===== config.mk =====
export PLATFORM = sky130hd
export DESIGN_NAME = data_memory_access_unit_flat
export DESIGN_NICKNAME = d
export VERILOG_FILES = /design/src/rtl/data_memory_access_unit_pkg.sv /design/src/rtl/data_memory_access_unit_if.sv /design/src/rtl/data_memory_access_unit_mem_timeout_counter.sv /design/src/rtl/data_memory_access_unit.sv /design/src/flat_wrapper.sv
export SDC_FILE = /design/constraint.sdc
export NUM_CORES = 1
export LEC_CHECK = 0
export ABC_CLOCK_PERIOD_IN_PS = 3350
export BUFFER_PORTS_ARGS = -buffer_cell sky130_fd_sc_hd__buf_4
export CORE_MARGIN = 3
export CORE_UTILIZATION = 47
export DETAILED_ROUTE_END_ITERATION = 8
export PLACE_DENSITY = 0.85
export SLEW_MARGIN = 20
export SYNTH_ARGS = -nofsm -noshare
export SYNTH_HDL_FRONTEND = slang
export SYNTH_SLANG_ARGS = --single-unit
export TNS_END_PERCENT = 20

===== constraint.sdc =====
create_clock -name i_CLK -period 3.35 [get_ports i_CLK]
set_clock_uncertainty 0.05 [all_clocks]
set_input_delay 0.1675 -clock i_CLK [delete_from_list [all_inputs] [get_ports i_CLK]]
set_output_delay 0.1675 -clock i_CLK [all_outputs]
set_load 0.01 [all_outputs]

===== src/rtl/data_memory_access_unit_pkg.sv =====
//==============================================================================
// Module : mips_mem_pkg
// Brief  : Shared FSM encodings and memory-direction codes for the MEM stage.
// Rev    : 1.0 - initial release
//==============================================================================
`default_nettype none

package mips_mem_pkg;

    typedef enum logic [1:0] {
        IDLE = 2'd0,
        REQ  = 2'd1,
        DONE = 2'd2
    } mem_state_t;

    localparam logic MEM_RD = 1'b0;
    localparam logic MEM_WR = 1'b1;

endpackage

`default_nettype wire


===== src/rtl/data_memory_access_unit_if.sv =====
//==============================================================================
// Module : data_memory_access_unit_if
// Brief  : Data-memory req/ack bus between the MEM-stage controller and memory.
// Rev    : 1.0 - initial release
//==============================================================================
`default_nettype none

interface data_memory_access_unit_if #(
    parameter int DATA_WIDTH    = 32,
    parameter int ADDRESS_WIDTH = 32
) ();

    logic                     MemReq;
    logic                     MemWE;
    logic [ADDRESS_WIDTH-1:0] MemAddr;
    logic [DATA_WIDTH-1:0]    MemWData;
    logic                     MemAck;
    logic [DATA_WIDTH-1:0]    MemRData;

    modport master (
        output MemReq, MemWE, MemAddr, MemWData,
        input  MemAck, MemRData
    );

    modport slave (
        input  MemReq, MemWE, MemAddr, MemWData,
        output MemAck, MemRData
    );

endinterface

`default_nettype wire


===== src/rtl/data_memory_access_unit_mem_timeout_counter.sv =====
//==============================================================================
// Module : mem_timeout_counter
// Brief  : Saturating wait counter with clear/enable and terminal-count strobe.
// Rev    : 1.0 - initial release
//==============================================================================
`default_nettype none

module mem_timeout_counter #(
    parameter int TIMEOUT_CYCLES = 16
) (
    input  wire logic i_CLK,
    input  wire logic i_RST,
    input  wire logic i_clear,
    input  wire logic i_enable,
    output logic      o_tc
);

    localparam int              CNT_W  = $clog2(TIMEOUT_CYCLES + 1);
    localparam logic [CNT_W-1:0] c_max  = CNT_W'(TIMEOUT_CYCLES);
    localparam logic [CNT_W-1:0] c_last = CNT_W'(TIMEOUT_CYCLES - 1);

    logic [CNT_W-1:0] r_cnt;

    always_ff @(posedge i_CLK or negedge i_RST) begin
        if (!i_RST) begin
            r_cnt <= '0;
        end else if (i_clear) begin
            r_cnt <= '0;
        end else if (i_enable && (r_cnt != c_max)) begin
            r_cnt <= r_cnt + CNT_W'(1);
        end
    end

    // Fires in the cycle whose increment makes the count reach TIMEOUT_CYCLES.
    assign o_tc = i_enable && (r_cnt == c_last);

endmodule

`default_nettype wire


===== src/rtl/data_memory_access_unit.sv =====
//==============================================================================
// Module : data_memory_access_unit
// Brief  : MEM-stage controller: issues loads/stores over a req/ack bus and
//          stalls the pipeline until completion. Optional ack timeout is
//          enabled by defining MEM_TIMEOUT_EN.
// Rev    : 1.0 - initial release
//==============================================================================
`default_nettype none

module data_memory_access_unit
    import mips_mem_pkg::*;
#(
    parameter int DATA_WIDTH     = 32,
    parameter int ADDRESS_WIDTH  = 32,
    parameter int RF_ADDR_WIDTH  = 5,
    parameter int TIMEOUT_CYCLES = 16
) (
    input  wire logic                     i_CLK,
    input  wire logic                     i_RST,
    input  wire logic [DATA_WIDTH-1:0]    i_ALUOutM,
    input  wire logic [DATA_WIDTH-1:0]    i_WriteDataM,
    input  wire logic [RF_ADDR_WIDTH-1:0] i_WriteRegM,
    input  wire logic                     i_RegWriteM,
    input  wire logic                     i_MemtoRegM,
    input  wire logic                     i_MemWriteM,
    output logic                          o_StallM,
    output logic [DATA_WIDTH-1:0]         o_ALUOutM,
    output logic [DATA_WIDTH-1:0]         o_ReadDataM,
    output logic [RF_ADDR_WIDTH-1:0]      o_WriteRegM,
    output logic                          o_RegWriteM,
    output logic                          o_MemtoRegM,
    output logic                          o_MemErr,
    data_memory_access_unit_if.master     mem
);

    mem_state_t               r_state, w_next_state;
    logic                     r_req,   w_next_req;
    logic                     r_we,    w_next_we;
    logic [ADDRESS_WIDTH-1:0] r_addr,  w_next_addr;
    logic [DATA_WIDTH-1:0]    r_wdata, w_next_wdata;
    logic [DATA_WIDTH-1:0]    r_rdata, w_next_rdata;
    logic [ADDRESS_WIDTH-1:0] w_addr_in;
    logic                     w_mem_op;
    logic                     w_timeout;

    if (TIMEOUT_CYCLES < 1) begin : g_bad_timeout
        $error("TIMEOUT_CYCLES must be at least 1");
    end

    // Effective address is taken from the ALU result, resized to the bus width.
    if (ADDRESS_WIDTH <= DATA_WIDTH) begin : g_addr_trunc
        assign w_addr_in = i_ALUOutM[ADDRESS_WIDTH-1:0];
    end else begin : g_addr_zext
        assign w_addr_in = {{(ADDRESS_WIDTH-DATA_WIDTH){1'b0}}, i_ALUOutM};
    end

    assign w_mem_op    = i_MemtoRegM | i_MemWriteM;
    assign o_StallM    = w_mem_op & (r_state != DONE);
    assign o_ALUOutM   = i_ALUOutM;
    assign o_WriteRegM = i_WriteRegM;
    assign o_RegWriteM = i_RegWriteM & ~o_StallM;
    assign o_MemtoRegM = i_MemtoRegM & ~o_StallM;
    assign o_ReadDataM = r_rdata;

    assign mem.MemReq   = r_req;
    assign mem.MemWE    = r_we;
    assign mem.MemAddr  = r_addr;
    assign mem.MemWData = r_wdata;

`ifdef MEM_TIMEOUT_EN
    logic r_err, w_next_err;

    mem_timeout_counter #(
        .TIMEOUT_CYCLES (TIMEOUT_CYCLES)
    ) u_timeout (
        .i_CLK    (i_CLK),
        .i_RST    (i_RST),
        .i_clear  (r_state != REQ),
        .i_enable ((r_state == REQ) && !mem.MemAck),
        .o_tc     (w_timeout)
    );

    always_ff @(posedge i_CLK or negedge i_RST) begin
        if (!i_RST) begin
            r_err <= 1'b0;
        end else begin
            r_err <= w_next_err;
        end
    end

    assign w_next_err = r_err | ((r_state == REQ) & ~mem.MemAck & w_timeout);
    assign o_MemErr   = r_err;
`else
    assign w_timeout = 1'b0;
    assign o_MemErr  = 1'b0;
`endif

    always_ff @(posedge i_CLK or negedge i_RST) begin
        if (!i_RST) begin
            r_state <= IDLE;
            r_req   <= 1'b0;
            r_we    <= MEM_RD;
            r_addr  <= '0;
            r_wdata <= '0;
            r_rdata <= '0;
        end else begin
            r_state <= w_next_state;
            r_req   <= w_next_req;
            r_we    <= w_next_we;
            r_addr  <= w_next_addr;
            r_wdata <= w_next_wdata;
            r_rdata <= w_next_rdata;
        end
    end

    always_comb begin
        w_next_state = r_state;
        w_next_req   = r_req;
        w_next_we    = r_we;
        w_next_addr  = r_addr;
        w_next_wdata = r_wdata;
        w_next_rdata = r_rdata;

        case (r_state)
            IDLE: begin
                if (w_mem_op) begin
                    w_next_state = REQ;
                    w_next_req   = 1'b1;
                    w_next_we    = i_MemWriteM ? MEM_WR : MEM_RD;
                    w_next_addr  = w_addr_in;
                    w_next_wdata = i_WriteDataM;
                end
            end
            REQ: begin
                // An ack in the terminal-count cycle still completes normally.
                if (mem.MemAck) begin
                    w_next_state = DONE;
                    w_next_req   = 1'b0;
                    if (r_we == MEM_RD) begin
                        w_next_rdata = mem.MemRData;
                    end
                end else if (w_timeout) begin
                    w_next_state = DONE;
                    w_next_req   = 1'b0;
                    w_next_rdata = '0;
                end
            end
            DONE: begin
                w_next_state = IDLE;
                w_next_req   = 1'b0;
            end
            default: begin
                w_next_state = IDLE;
                w_next_req   = 1'b0;
            end
        endcase
    end

endmodule

`default_nettype wire


===== src/flat_wrapper.sv =====
// flat-port wrapper written by rule: the top's interface ports become plain ports
module data_memory_access_unit_flat import mips_mem_pkg::*;
#(
    parameter int DATA_WIDTH     = 32,
    parameter int ADDRESS_WIDTH  = 32,
    parameter int RF_ADDR_WIDTH  = 5,
    parameter int TIMEOUT_CYCLES = 16
)
  (i_CLK, i_RST, i_ALUOutM, i_WriteDataM, i_WriteRegM, i_RegWriteM, i_MemtoRegM, i_MemWriteM, o_StallM, o_ALUOutM, o_ReadDataM, o_WriteRegM, o_RegWriteM, o_MemtoRegM, o_MemErr, mem_MemReq, mem_MemWE, mem_MemAddr, mem_MemWData, mem_MemAck, mem_MemRData);
  data_memory_access_unit_if #(.DATA_WIDTH(DATA_WIDTH), .ADDRESS_WIDTH(ADDRESS_WIDTH)) mem_i ();
  input  wire logic i_CLK;
  input  wire logic i_RST;
  input  wire logic [DATA_WIDTH-1:0] i_ALUOutM;
  input  wire logic [DATA_WIDTH-1:0] i_WriteDataM;
  input  wire logic [RF_ADDR_WIDTH-1:0] i_WriteRegM;
  input  wire logic i_RegWriteM;
  input  wire logic i_MemtoRegM;
  input  wire logic i_MemWriteM;
  output logic o_StallM;
  output logic [DATA_WIDTH-1:0] o_ALUOutM;
  output logic [DATA_WIDTH-1:0] o_ReadDataM;
  output logic [RF_ADDR_WIDTH-1:0] o_WriteRegM;
  output logic o_RegWriteM;
  output logic o_MemtoRegM;
  output logic o_MemErr;
  output wire logic [$bits(mem_i.MemReq)-1:0] mem_MemReq;
  output wire logic [$bits(mem_i.MemWE)-1:0] mem_MemWE;
  output wire logic [$bits(mem_i.MemAddr)-1:0] mem_MemAddr;
  output wire logic [$bits(mem_i.MemWData)-1:0] mem_MemWData;
  input wire logic [$bits(mem_i.MemAck)-1:0] mem_MemAck;
  input wire logic [$bits(mem_i.MemRData)-1:0] mem_MemRData;
  assign mem_MemReq = mem_i.MemReq;
  assign mem_MemWE = mem_i.MemWE;
  assign mem_MemAddr = mem_i.MemAddr;
  assign mem_MemWData = mem_i.MemWData;
  assign mem_i.MemAck = mem_MemAck;
  assign mem_i.MemRData = mem_MemRData;
  data_memory_access_unit #(.DATA_WIDTH(DATA_WIDTH), .ADDRESS_WIDTH(ADDRESS_WIDTH), .RF_ADDR_WIDTH(RF_ADDR_WIDTH), .TIMEOUT_CYCLES(TIMEOUT_CYCLES)) u_core (.i_CLK(i_CLK), .i_RST(i_RST), .i_ALUOutM(i_ALUOutM), .i_WriteDataM(i_WriteDataM), .i_WriteRegM(i_WriteRegM), .i_RegWriteM(i_RegWriteM), .i_MemtoRegM(i_MemtoRegM), .i_MemWriteM(i_MemWriteM), .o_StallM(o_StallM), .o_ALUOutM(o_ALUOutM), .o_ReadDataM(o_ReadDataM), .o_WriteRegM(o_WriteRegM), .o_RegWriteM(o_RegWriteM), .o_MemtoRegM(o_MemtoRegM), .o_MemErr(o_MemErr), .mem(mem_i));
endmodule

# After elaboration in Yosys (flattened, before gate mapping)
# Index checks and enable logic that the tools add are counted.
[totals]
out_inout_bits = 139
in_bits = 107
ff_bits = 100
wordCells = 27
[op_classes]
reduce_logical = 4
n_mux = 7
n_eq_ne = 4
n_bitwise = 6
[ops]
columns = ["operator", "count"]
rows = [
  ["two-way mux 2 bit", 2],
  ["inequality test 2 bit (second input constant)", 2],
  ["one-hot mux 2 bit (2 select lines)", 1],
  ["AND reduction 2 bit", 2],
  ["bitwise AND 1 bit", 3],
  ["two-way mux 1 bit", 3],
  ["AND reduction 3 bit", 1],
  ["equality test 2 x 1 -> 1 bit (second input constant)", 1],
  ["zero test 2 bit", 1],
  ["inequality test 2 x 1 -> 1 bit (second input constant)", 1],
  ["NOT 1 bit", 2],
  ["one-hot mux 1 bit (2 select lines)", 1],
  ["bitwise OR 1 bit", 1],
]

# Logic depth before layout (Yosys ltp)
[logic_depth]
depth_word = 4
mapped_depth = 5
depth_no_buf = 3

# Worst setup path before layout
# OpenSTA, ideal clock, no wires.
[synth_path]
path_kind = "register to register"
start = "register u_core.r_state[1]"
end = "register u_core.r_rdata[0], in the netlist u_core.o_ReadDataM[0]"
n_path_buf = 2
setup_time_ns = 0.125
required_time_ns = 3.175
slack_ns = 1.866
synth_period_minus_slack_ns = 1.484
arrival_ns = 1.309
stages_incl_launch_ff = 6
cell_sequence = "dfrtp_1 and3b_1 nor2b_4 buf_6 buf_12 mux2_4"
[synth_via]
elab_chain_cells = 2
[synth_rtl]
columns = ["element", "line", "text"]
rows = [
  ["start, declared", "data_memory_access_unit.sv:36", "mem_state_t r_state, w_next_state;"],
  ["start signal, assigned", "data_memory_access_unit.sv:107", "r_state <= w_next_state;"],
  ["equality test 2 x 1 -> 1 bit", "data_memory_access_unit.sv:124", "case (r_state)"],
  ["AND reduction 3 bit (no source line)", "--", ""],
  ["end signal, assigned", "data_memory_access_unit.sv:112", "r_rdata <= w_next_rdata;"],
  ["end, declared", "data_memory_access_unit.sv:41", "logic [DATA_WIDTH-1:0] r_rdata, w_next_rdata;"],
]
# Every way passes these cells.
# A chain may end at the register's enable or synchronous reset.

# Worst setup path after layout
[layout_path]
start = "register u_core.r_state[1]"
end = "register u_core.r_rdata[22], in the netlist u_core.o_ReadDataM[22]"
# Same word-level chain as after synthesis.

==> key figures <==
Global routing
  – Overall Global Routing Usage: between 20 and 25%
  – First-pass GRT wire length: 17500 um
  – GR Overflow Total: 0
  – Largest net degree at the start of global routing: just under 70
  – Initial antenna violation count: 0
  – Number of global-route vias before repair: 3444

Clocking
  – Clock Latency Late Sink: 0.35 ns
  – Root Driver: clkbuf_8
  – Clock Tree Buf Depth: 2
  – Count of clock tree sinks: 100
  – Postcts setup bufs: 0
  – TritonCTS clock tree: yes
  – # hold bufs at CTS: a little under 80
  – Worst-path clk slew: around 0.09 ns
  – Num CTS Buffers: 9
  – H-tree Lvls: 3
  – Post_cts resized: 0

Critical path
  – Critical Path AT: 2.24 ns
  – Reg2Reg Depth: 4
  – CP Depth: 4
  – Crit Path Class: reg2reg
  – Slowest cell on crit path: nor2b_4
  – Crit path capture type: register
  – Largest stage delay, worst path: approximately 0.54 ns
  – Worst path top cell family by delay: simple AND/OR/NAND/NOR gates
  – Worst Path Buf+Inv: 1
  – CP max FO: 16
  – Worst EP required: 3.53 ns
  – Cells along the critical path: and3b_1, nor2b_4, buf_4, mux2_4
  – CP Launch Type: register

Route
  – Via density: 4.80
  – Drt drc: 0
  – Final ANT Viol Nets: 0
  – Drt wl/cell: 17.7 um
  – First-pass iteration count of the detailed router: 4
  – Via count: 3149
  – DRT Wirelength: 11600 um
  – Initial DRC count: between 70 and 80

Run status
  – Status: completed

STA
  – Post-route setup TNS: 0 ns
  – Worst-Margin Slew: 0.926 ns
  – Max-slew violations: 0
  – # setup viols final: 0
  – Crit share post-route: 61.4%
  – Max Freq: a little under 500 MHz
  – Slew margin rel.: 38.0%
  – Min Hold Slack: 0.00873 ns
  – RSZ-0062 raised after global routing: no
  – Final min period: 2.06 ns
  – Fin. Hold Viols: 0

Finish
  – Share of layout cells above drive strength 1: 64.2%
  – Final Net Count: 652
  – Synthesis-to-finish area growth: 59.1%
  – Core Util, Final: roughly four fifths
  – Storage cell area: 2500 um^2
  – Multi-input logic area: 1300 um^2
  – # fillers: 454

Yosys
  – Cell variety after synth: 19
  – Synthesized area per cell: around 16 um^2
  – Area leader, netlist: dfrtp_1
  – Cells after Synth: 262
  – Syn Nets: 369
  – Post-synth top area share: 59.2%
  – Cell Area, Synth: 4230 um^2
  – Flop and latch count out of synthesis: 100
  – Seq/Total Area, Yosys: about three fifths
  – Dominant cells by area after synthesis: dfrtp_1 (59%), mux2_2 (18%), mux2_4 (11%)
  – Synth warn: 0

Place
  – Port Buffers: 234
  – DP HPWL: 7620 um
  – GPL Wtd Cong: 0.759

Die
  – Core Area: ~8500 um^2
  – Io pins: about 250
  – Die width: 101 um
  – Initial core utilization: 50.0%
  – Core Rows: 33
  – Die Area: 10200 um^2
  – Die height: 101 um

Flow run
  – Max-Cap Viols: 0

Worst hold path
  – Cell count of the worst hold path: 2
  – Worst Hold Class: in2reg

Pwr
  – Pwr Total: 5.35 mW
  – Leakage: between 3 and 4 nW
  – Pwr dens: 795 nW/um^2
  – Maximum vdd drop: 468 uV
## layout make-up
type                            count  share of cell area [%]
Clock buffer                       11                    2.10
Multi-Input combinational cell    112                    19.4
Antenna cell                        1                  0.0372
Sequential cell                   100                    37.2
Tap cell                          105                    1.95
Timing Repair Buffer              320                    38.7
Inverter                            2                   0.112
Clock inverter                      5                   0.539
## Yosys cell counts (all sizes together)
master  instances
a211oi          1
a21oi           2
a22o            1
and3            1
and3b           1
buf            48
conb            1
dfrtp         100
inv             2
mux2           96
nand2           1
nor2            2
nor2b           2
nor3            3
o21ai           1
## worst paths after layout
check | startpoint | to | slack (ns)
worst min register to register | u_core.mem.MemAddr[7]$_DFFE_PN0P_ | u_core.mem.MemAddr[7]$_DFFE_PN0P_ | 0.46
worst max-delay path | u_core.r_state[1]$_DFFE_PN0P_ | u_core.o_ReadDataM[22]$_DFFE_PN0P_ | 1.29
max in group asynchronous | i_RST | u_core.o_ReadDataM[19]$_DFFE_PN0P_ | 2.05
min in group asynchronous | i_RST | u_core.mem.MemAddr[18]$_DFFE_PN0P_ | 0.41
worst min-delay path | i_WriteDataM[29] | u_core.mem.MemWData[29]$_DFFE_PN0P_ | 0.009
worst max register to register | u_core.r_state[1]$_DFFE_PN0P_ | u_core.o_ReadDataM[22]$_DFFE_PN0P_ | 1.29
## metal layers
metal	vias up	routed length, um	global-route usage, %
met2	150	6300	41.0
met4	0	278	8.70
met1	1550	4020	24.5
li1	1423	-	-
met3	26	1040	6.02
met5	-	0	0
## per-stage QoR
| stage | setup slack, ns | instance area [um^2] | std cells |
|---|---|---|---|
| 5_1_grt | 1.17 | 6730 | 655 |
| 6_report | 1.29 | 6730 | 656 |
| 2_1_floorplan | 1.87 | 4230 | 262 |
| 4_1_cts | 1.28 | 6690 | 651 |
| 3_3_place_gp | 1.20 | 5740 | 558 |
| 3_5_place_dp | 1.16 | 5740 | 558 |
## report_power, final
group	internal, mW	total [mW]	leakage, nW	switching (mW)
registers	1.80	2.16	1.17	0.360
clock network	0.294	0.702	0.0937	0.408
logic	1.52	2.49	2.02	0.965
## layout by cell type (no fill, tap or decap), types with 2 or more instances in the layout
master,count
a21oi_1,2
clkinv_2,2
clkbuf_8,10
dfrtp_1,100
dlygate4sd3_1,81
nor3_1,3
inv_1,2
clkinv_4,2
mux2_2,66
nor2_1,2
buf_4,239
mux2_4,30
## logic make-up (layout without fill, tap and decap cells)
family / count (synthesis) / after routing / synth area share [%]
muxes: 96 / 96 / 28.2
other: 1 / 2 / 0.0887
and+or+nand+nor: 10 / 10 / 1.48
buffers and inverters: 50 / 338 / 10.2
DFF: 100 / 100 / 59.2
AOI/OAI and AO/OA: 5 / 5 / 0.829
## registers in the layout (all words and copies together) (netlist names)
register             cells
u_core.mem.MemWE         1
u_core.mem.MemAddr      32
u_core.o_ReadDataM      32
u_core.mem.MemWData     32
u_core.mem.MemReq        1
u_core.r_state           2
Note: power is estimated with default switching activity, not from simulation.
